`config.mk`:
```
export PLATFORM = sky130hd
export DESIGN_NAME = cpu_issue_scoreboard
export DESIGN_NICKNAME = d
export VERILOG_FILES = /design/src/rtl/cpu_issue_scoreboard.sv
export SDC_FILE = /design/constraint.sdc
export NUM_CORES = 1
export LEC_CHECK = 0
export CORE_MARGIN = 10
export CORE_UTILIZATION = 30
export DETAILED_ROUTE_END_ITERATION = 8
export PLACE_DENSITY = 0.56
export SYNTH_ARGS = -nofsm -noshare
export SYNTH_HDL_FRONTEND = slang
export SYNTH_SLANG_ARGS = --single-unit
```
`constraint.sdc`:
```
create_clock -name i_clock -period 4.2 [get_ports i_clock]
set_input_delay 0.84 -clock i_clock [delete_from_list [all_inputs] [get_ports i_clock]]
set_output_delay 0.84 -clock i_clock [all_outputs]
set_load 0.02 [all_outputs]
```
`src/rtl/cpu_issue_scoreboard.sv`:
```
// cpu_issue_scoreboard: gates decoded instructions on register hazards from in-flight long writes.
// Optional ISSUE_WB_BYPASS_EN makes a same-cycle writeback visible to the hazard and serialize checks.
module cpu_issue_scoreboard #(
  parameter int CNT_W   = 2,
  parameter int OUTST_W = 6
) (
  input  logic               i_clock,
  input  logic               i_reset,
  input  logic               i_valid,
  input  logic [2:0]         i_have_rs,
  input  logic [4:0]         i_rs1,
  input  logic [4:0]         i_rs2,
  input  logic [4:0]         i_rs3,
  input  logic [4:0]         i_rd,
  input  logic               i_rd_write,
  input  logic               i_long,
  input  logic               i_serialize,
  input  logic               i_exec_ready,
  input  logic               i_flush,
  input  logic               i_wb_valid,
  input  logic [4:0]         i_wb_rd,
  output logic               o_issue,
  output logic               o_stall,
  output logic [1:0]         o_state,
  output logic [OUTST_W-1:0] o_outstanding,
  output logic               o_fault
);
  typedef enum logic [1:0] {RUN = 2'd0, HAZARD = 2'd1, SERIAL = 2'd2} state_t;
  localparam logic [CNT_W-1:0]   CMAX = '1;
  localparam logic [OUTST_W-1:0] OMAX = '1;
  logic [CNT_W-1:0]   pend_q [32];
  logic [CNT_W-1:0]   pend_d [32];
  logic [OUTST_W-1:0] outst_q, outst_d;
  logic               fault_q, fault_d;
  state_t             state_q;
  logic [31:0]        busy;
  logic               hazard, sat, ser_block, inc, dec, wb_bad, ovf;
  always_comb begin
    dec    = i_wb_valid & |i_wb_rd & |pend_q[i_wb_rd];
    wb_bad = i_wb_valid & |i_wb_rd & ~|pend_q[i_wb_rd];
    for (int r = 0; r < 32; r++)
`ifdef ISSUE_WB_BYPASS_EN
      busy[r] = |pend_q[r] & ~(dec & (i_wb_rd == 5'(r)) & (pend_q[r] == CNT_W'(1)));
`else
      busy[r] = |pend_q[r];
`endif
    hazard = (i_have_rs[0] & |i_rs1 & busy[i_rs1]) |
             (i_have_rs[1] & |i_rs2 & busy[i_rs2]) |
             (i_have_rs[2] & |i_rs3 & busy[i_rs3]);
    sat    = i_long & i_rd_write & |i_rd & (pend_q[i_rd] == CMAX);
`ifdef ISSUE_WB_BYPASS_EN
    ser_block = i_serialize & (outst_q != OUTST_W'(dec));
`else
    ser_block = i_serialize & |outst_q;
`endif
    o_issue = i_valid & ~i_flush & i_exec_ready & ~hazard & ~sat & ~ser_block;
    o_stall = i_valid & ~i_flush & ~o_issue;
    inc     = o_issue & i_long & i_rd_write & |i_rd;
    // The global count is held on overflow rather than wrapping; the fault flags it.
    ovf     = inc & ~dec & (outst_q == OMAX);
    outst_d = ovf ? outst_q : outst_q + OUTST_W'(inc) - OUTST_W'(dec);
    fault_d = fault_q | wb_bad | ovf;
    for (int r = 0; r < 32; r++)
      pend_d[r] = pend_q[r] + CNT_W'(inc & (i_rd == 5'(r))) - CNT_W'(dec & (i_wb_rd == 5'(r)));
  end
  always_ff @(posedge i_clock) begin
    if (i_reset) begin
      pend_q  <= '{default: '0};
      outst_q <= '0;
      fault_q <= 1'b0;
    end else begin
      pend_q  <= pend_d;
      outst_q <= outst_d;
      fault_q <= fault_d;
    end
  end
  always_ff @(posedge i_clock) begin
    if (i_reset) state_q <= RUN;
    else case (state_q)
      RUN:     state_q <= (i_valid & ~i_flush & ser_block) ? SERIAL :
                          (o_stall & (hazard | sat)) ? HAZARD : RUN;
      HAZARD:  state_q <= (o_issue | i_flush | ~i_valid) ? RUN : HAZARD;
      SERIAL:  state_q <= (o_issue | i_flush) ? RUN : SERIAL;
      default: state_q <= RUN;
    endcase
  end
  assign o_state       = state_q;
  assign o_outstanding = outst_q;
  assign o_fault       = fault_q;
endmodule
```
==> qor.txt <==
Pwr Density - 247 mW/mm2
Die area - 0.0272 mm2
Sw power - 0.000529 W
H-Tree Depth - 3
Area of the multi-input gates - 0.00446 mm2
Die Wd - 165 um
Worst Tran Pin Value - 669 ps
Placed cells - 1054
Register area - 0.00146 mm2
Row Count - 52
Total track usage - 14.0%
Vias in the first global route - 5167
Num ports - 48
Maximum root-to-sink buffer count - 2
CP startpoint - i_rs1[3]
Cell Int Power - 0.00141 W
HPWL after detailed placement - 14600 um
Combinational power share - 19.6%
Post-DRT Antenna Nets - 0
Most common cell after layout, fill and taps aside - nor2_1
Diodes inserted - 0
Delay-heaviest family, CP - compound AO/OA/AOI/OAI gates
Worst skew pair latency - 350 ps
Global route overflow - 0
First-pass GRT wire length - 29400 um
Min-delay src - o_state[0]$_SDFF_PP0_
Hold/Removal Path Class - register to register
Ys flop type - dfxtp_1
Relative max-transition margin - 55.4%
#FFs+latches synth - 73
R2r worst-path depth - 17
Most frequent cells in the layout - 113 x nor2_1, 74 x ha_1, 73 x dfxtp_1
Fmax achieved - 245 MHz
Critical path class - input pin to output pin
Post-Syn Nets - 812
Final setup fails - 0
Largest net degree at the start of global routing - 40
Die height - 165 um
Clock power frac - 43.2%
DRC errors left - 0
Syn-to-layout area delta - 24.8%
Syn Area/Cell - 9.00 um2
Cts bufs inserted - 9
Initial antenna violation count - 1
Switch share - 27.2%
Reg clk slew, reported paths - 60 ps
Final Power - 0.00194 W
Cts hold-fix bufs - 0
Port Buf Inserts - 47
WP data arrival - 3250 ps
Sequential power share - 37.2%
Worst endpoint required time - 3360 ps
Area of the core - 0.0204 mm2
Final hold vios - 0
Vias - 5403
Initial Util - 30.8%
Gpl congestion - 0.914
Maxcap violations - 0
FF-to-FF Start - pend_q[47]$_SDFF_PP0_
Final Non-Filler Cells - 1072
Avg Vias per Cell - 5.04
Worst r2r dst - o_outstanding[4]$_SDFFE_PP0N_
Crit path max fanout - 3
Synthesized instance count - 700
Clock Skews - 9.82 ps
NumNets Final - 909
CTS sink cnt - 73
Part of the Yosys area used for sequential elements - 23.2%
Worst Setup Start Kind - input pin
Reg2Reg Setup Slack - 610 ps
Crit-path slowest cell - mux4_2
Syn. warnings - 0
Period minus WS final - 4090 ps
Fin crit share - 97.3%
Clock root buffer - clkbuf_16
Routed wire per std cell - 17.5 um
P_leak - 3.54 nW
TritonCTS clock tree - done
Drt first pass iters - 4
Hold depth - 1
Critical path endpoint category - output pin
Crit-path cells - clkdlybuf4s50_1, inv_2, mux4_2, a22o_1, a2111oi_2, a41o_2, nor3_2, buf_4, and2_2, buf_2
Post-synth EDFFs - 0
Worst VDD drop - 191 uV
First-iteration detailed-routing DRC count - 323
Final Max Slew Viols - 0
Synthesized cell area - 0.00630 mm2
Hold Path Sink - o_state[1]$_SDFF_PP0_
FFs w/ async S/R, synth - 0%
Final wirelength - 18800 um
Crit-path max cell delay - 480 ps
WP buf/inv - 4
Fill count - 2102
RSZ-0062 raised after global routing - true
Layout cells sized above 1 - 20.9%
Status - completed
Netlist cell types - 58
per-layer routing:
layer / part of all wire [%] / routed length [um] / up-vias / track usage, %
li1: - / - / 2644 / -
met2: 43 / 8150 / 196 / 20.8
met3: 9.2 / 1720 / 18 / 4.58
met5: 0 / 0 / - / 0
met4: 1.5 / 282 / 0 / 3.99
met1: 46 / 8600 / 2545 / 19.0
stage by stage:
stage / TNS [ps] / cell area, um2 / util [%] / hold slack, ps / setup slack, ps
after CTS: 0 / 7810 / 38.2 / 489 / 25.3
after detailed placement: -3590 / 7480 / 36.6 / 484 / -292
after global placement: -3000 / 7480 / 36.6 / 473 / -277
final: 0 / 7860 / 38.5 / 486 / 114
after floorplan: 0 / 6300 / - / 501 / 213
after global routing: -3.65 / 7860 / 38.5 / 513 / -3.65
flip-flops by register name (all words and copies together) (netlist names):
signal / count
o_fault: 1
o_state: 2
o_outstanding: 6
pend_q: 64
Yosys cell counts, drive strengths merged (4+ instances only):
cell | count | area (um2)
nand4 | 8 | 50.1
a21oi | 16 | 80.1
ha | 74 | 926
nand3 | 35 | 175
xor2 | 31 | 272
xnor2 | 36 | 315
mux4 | 44 | 991
o22ai | 4 | 25.0
buf | 23 | 153
or2 | 8 | 50.1
nand2 | 25 | 93.8
clkbuf | 15 | 56.3
nor3b | 10 | 75.1
nand2b | 10 | 62.6
nor2 | 115 | 439
dfxtp | 73 | 1460
nor3 | 18 | 95.1
o21ai | 6 | 30.0
inv | 51 | 191
nor2b | 37 | 231
a22oi | 5 | 51.3
nor4 | 12 | 75.1
and3 | 4 | 26.3
a211oi | 5 | 42.5
cells by family after synthesis:
| group | count (synthesis) | synth area share, % |
|---|---|---|
| muxes | 50 | 16.7 |
| AOI/OAI and AO/OA | 52 | 6.08 |
| and+or+nand+nor | 293 | 23.2 |
| DFF | 73 | 23.2 |
| other | 1 | 0.0595 |
| xor gates and xnor gates | 67 | 9.32 |
| adders and majority gates | 75 | 15.0 |
| buffers and inverters | 89 | 6.36 |
power by group through the flow:
stage	sequential (W)	combinational (W)	clock [W]
global route	0.000725	0.000414	0.000896
CTS	0.000723	0.000377	0.000865
detailed placement	0.000738	0.000374	0
global placement	0.000738	0.000374	0
floorplan	0.000747	0.000202	0
finish	0.000723	0.000380	0.000840
timing repair:
| action | CTS | global route |
|---|---|---|
| hold endpoints to repair | 0 | 0 |
| buffers inserted | 0 | 1 |
| resized for setup | 7 | 11 |
| cloned | 0 | 1 |
| setup endpoints to repair | 2 | 5 |
| pin swaps | 0 | 1 |
worst max path at each step:
stage,endpoint,depth (start not counted)
2_1_floorplan,o_outstanding[4]$_SDFFE_PP0N_,20
3_3_place_gp,o_issue,11
3_5_place_dp,o_stall,10
4_1_cts,o_issue,10
5_1_grt,o_issue,10
6_report,o_issue,10
layout make-up:
class,instances,area share [%]
multi-input combinational,538,56.7
clock inverter,6,1.16
timing repair buffer,124,13.9
clock buffer,10,2.91
tap,270,4.30
inverter,51,2.44
sequential,73,18.6
Power figures use the tool's default switching activity.
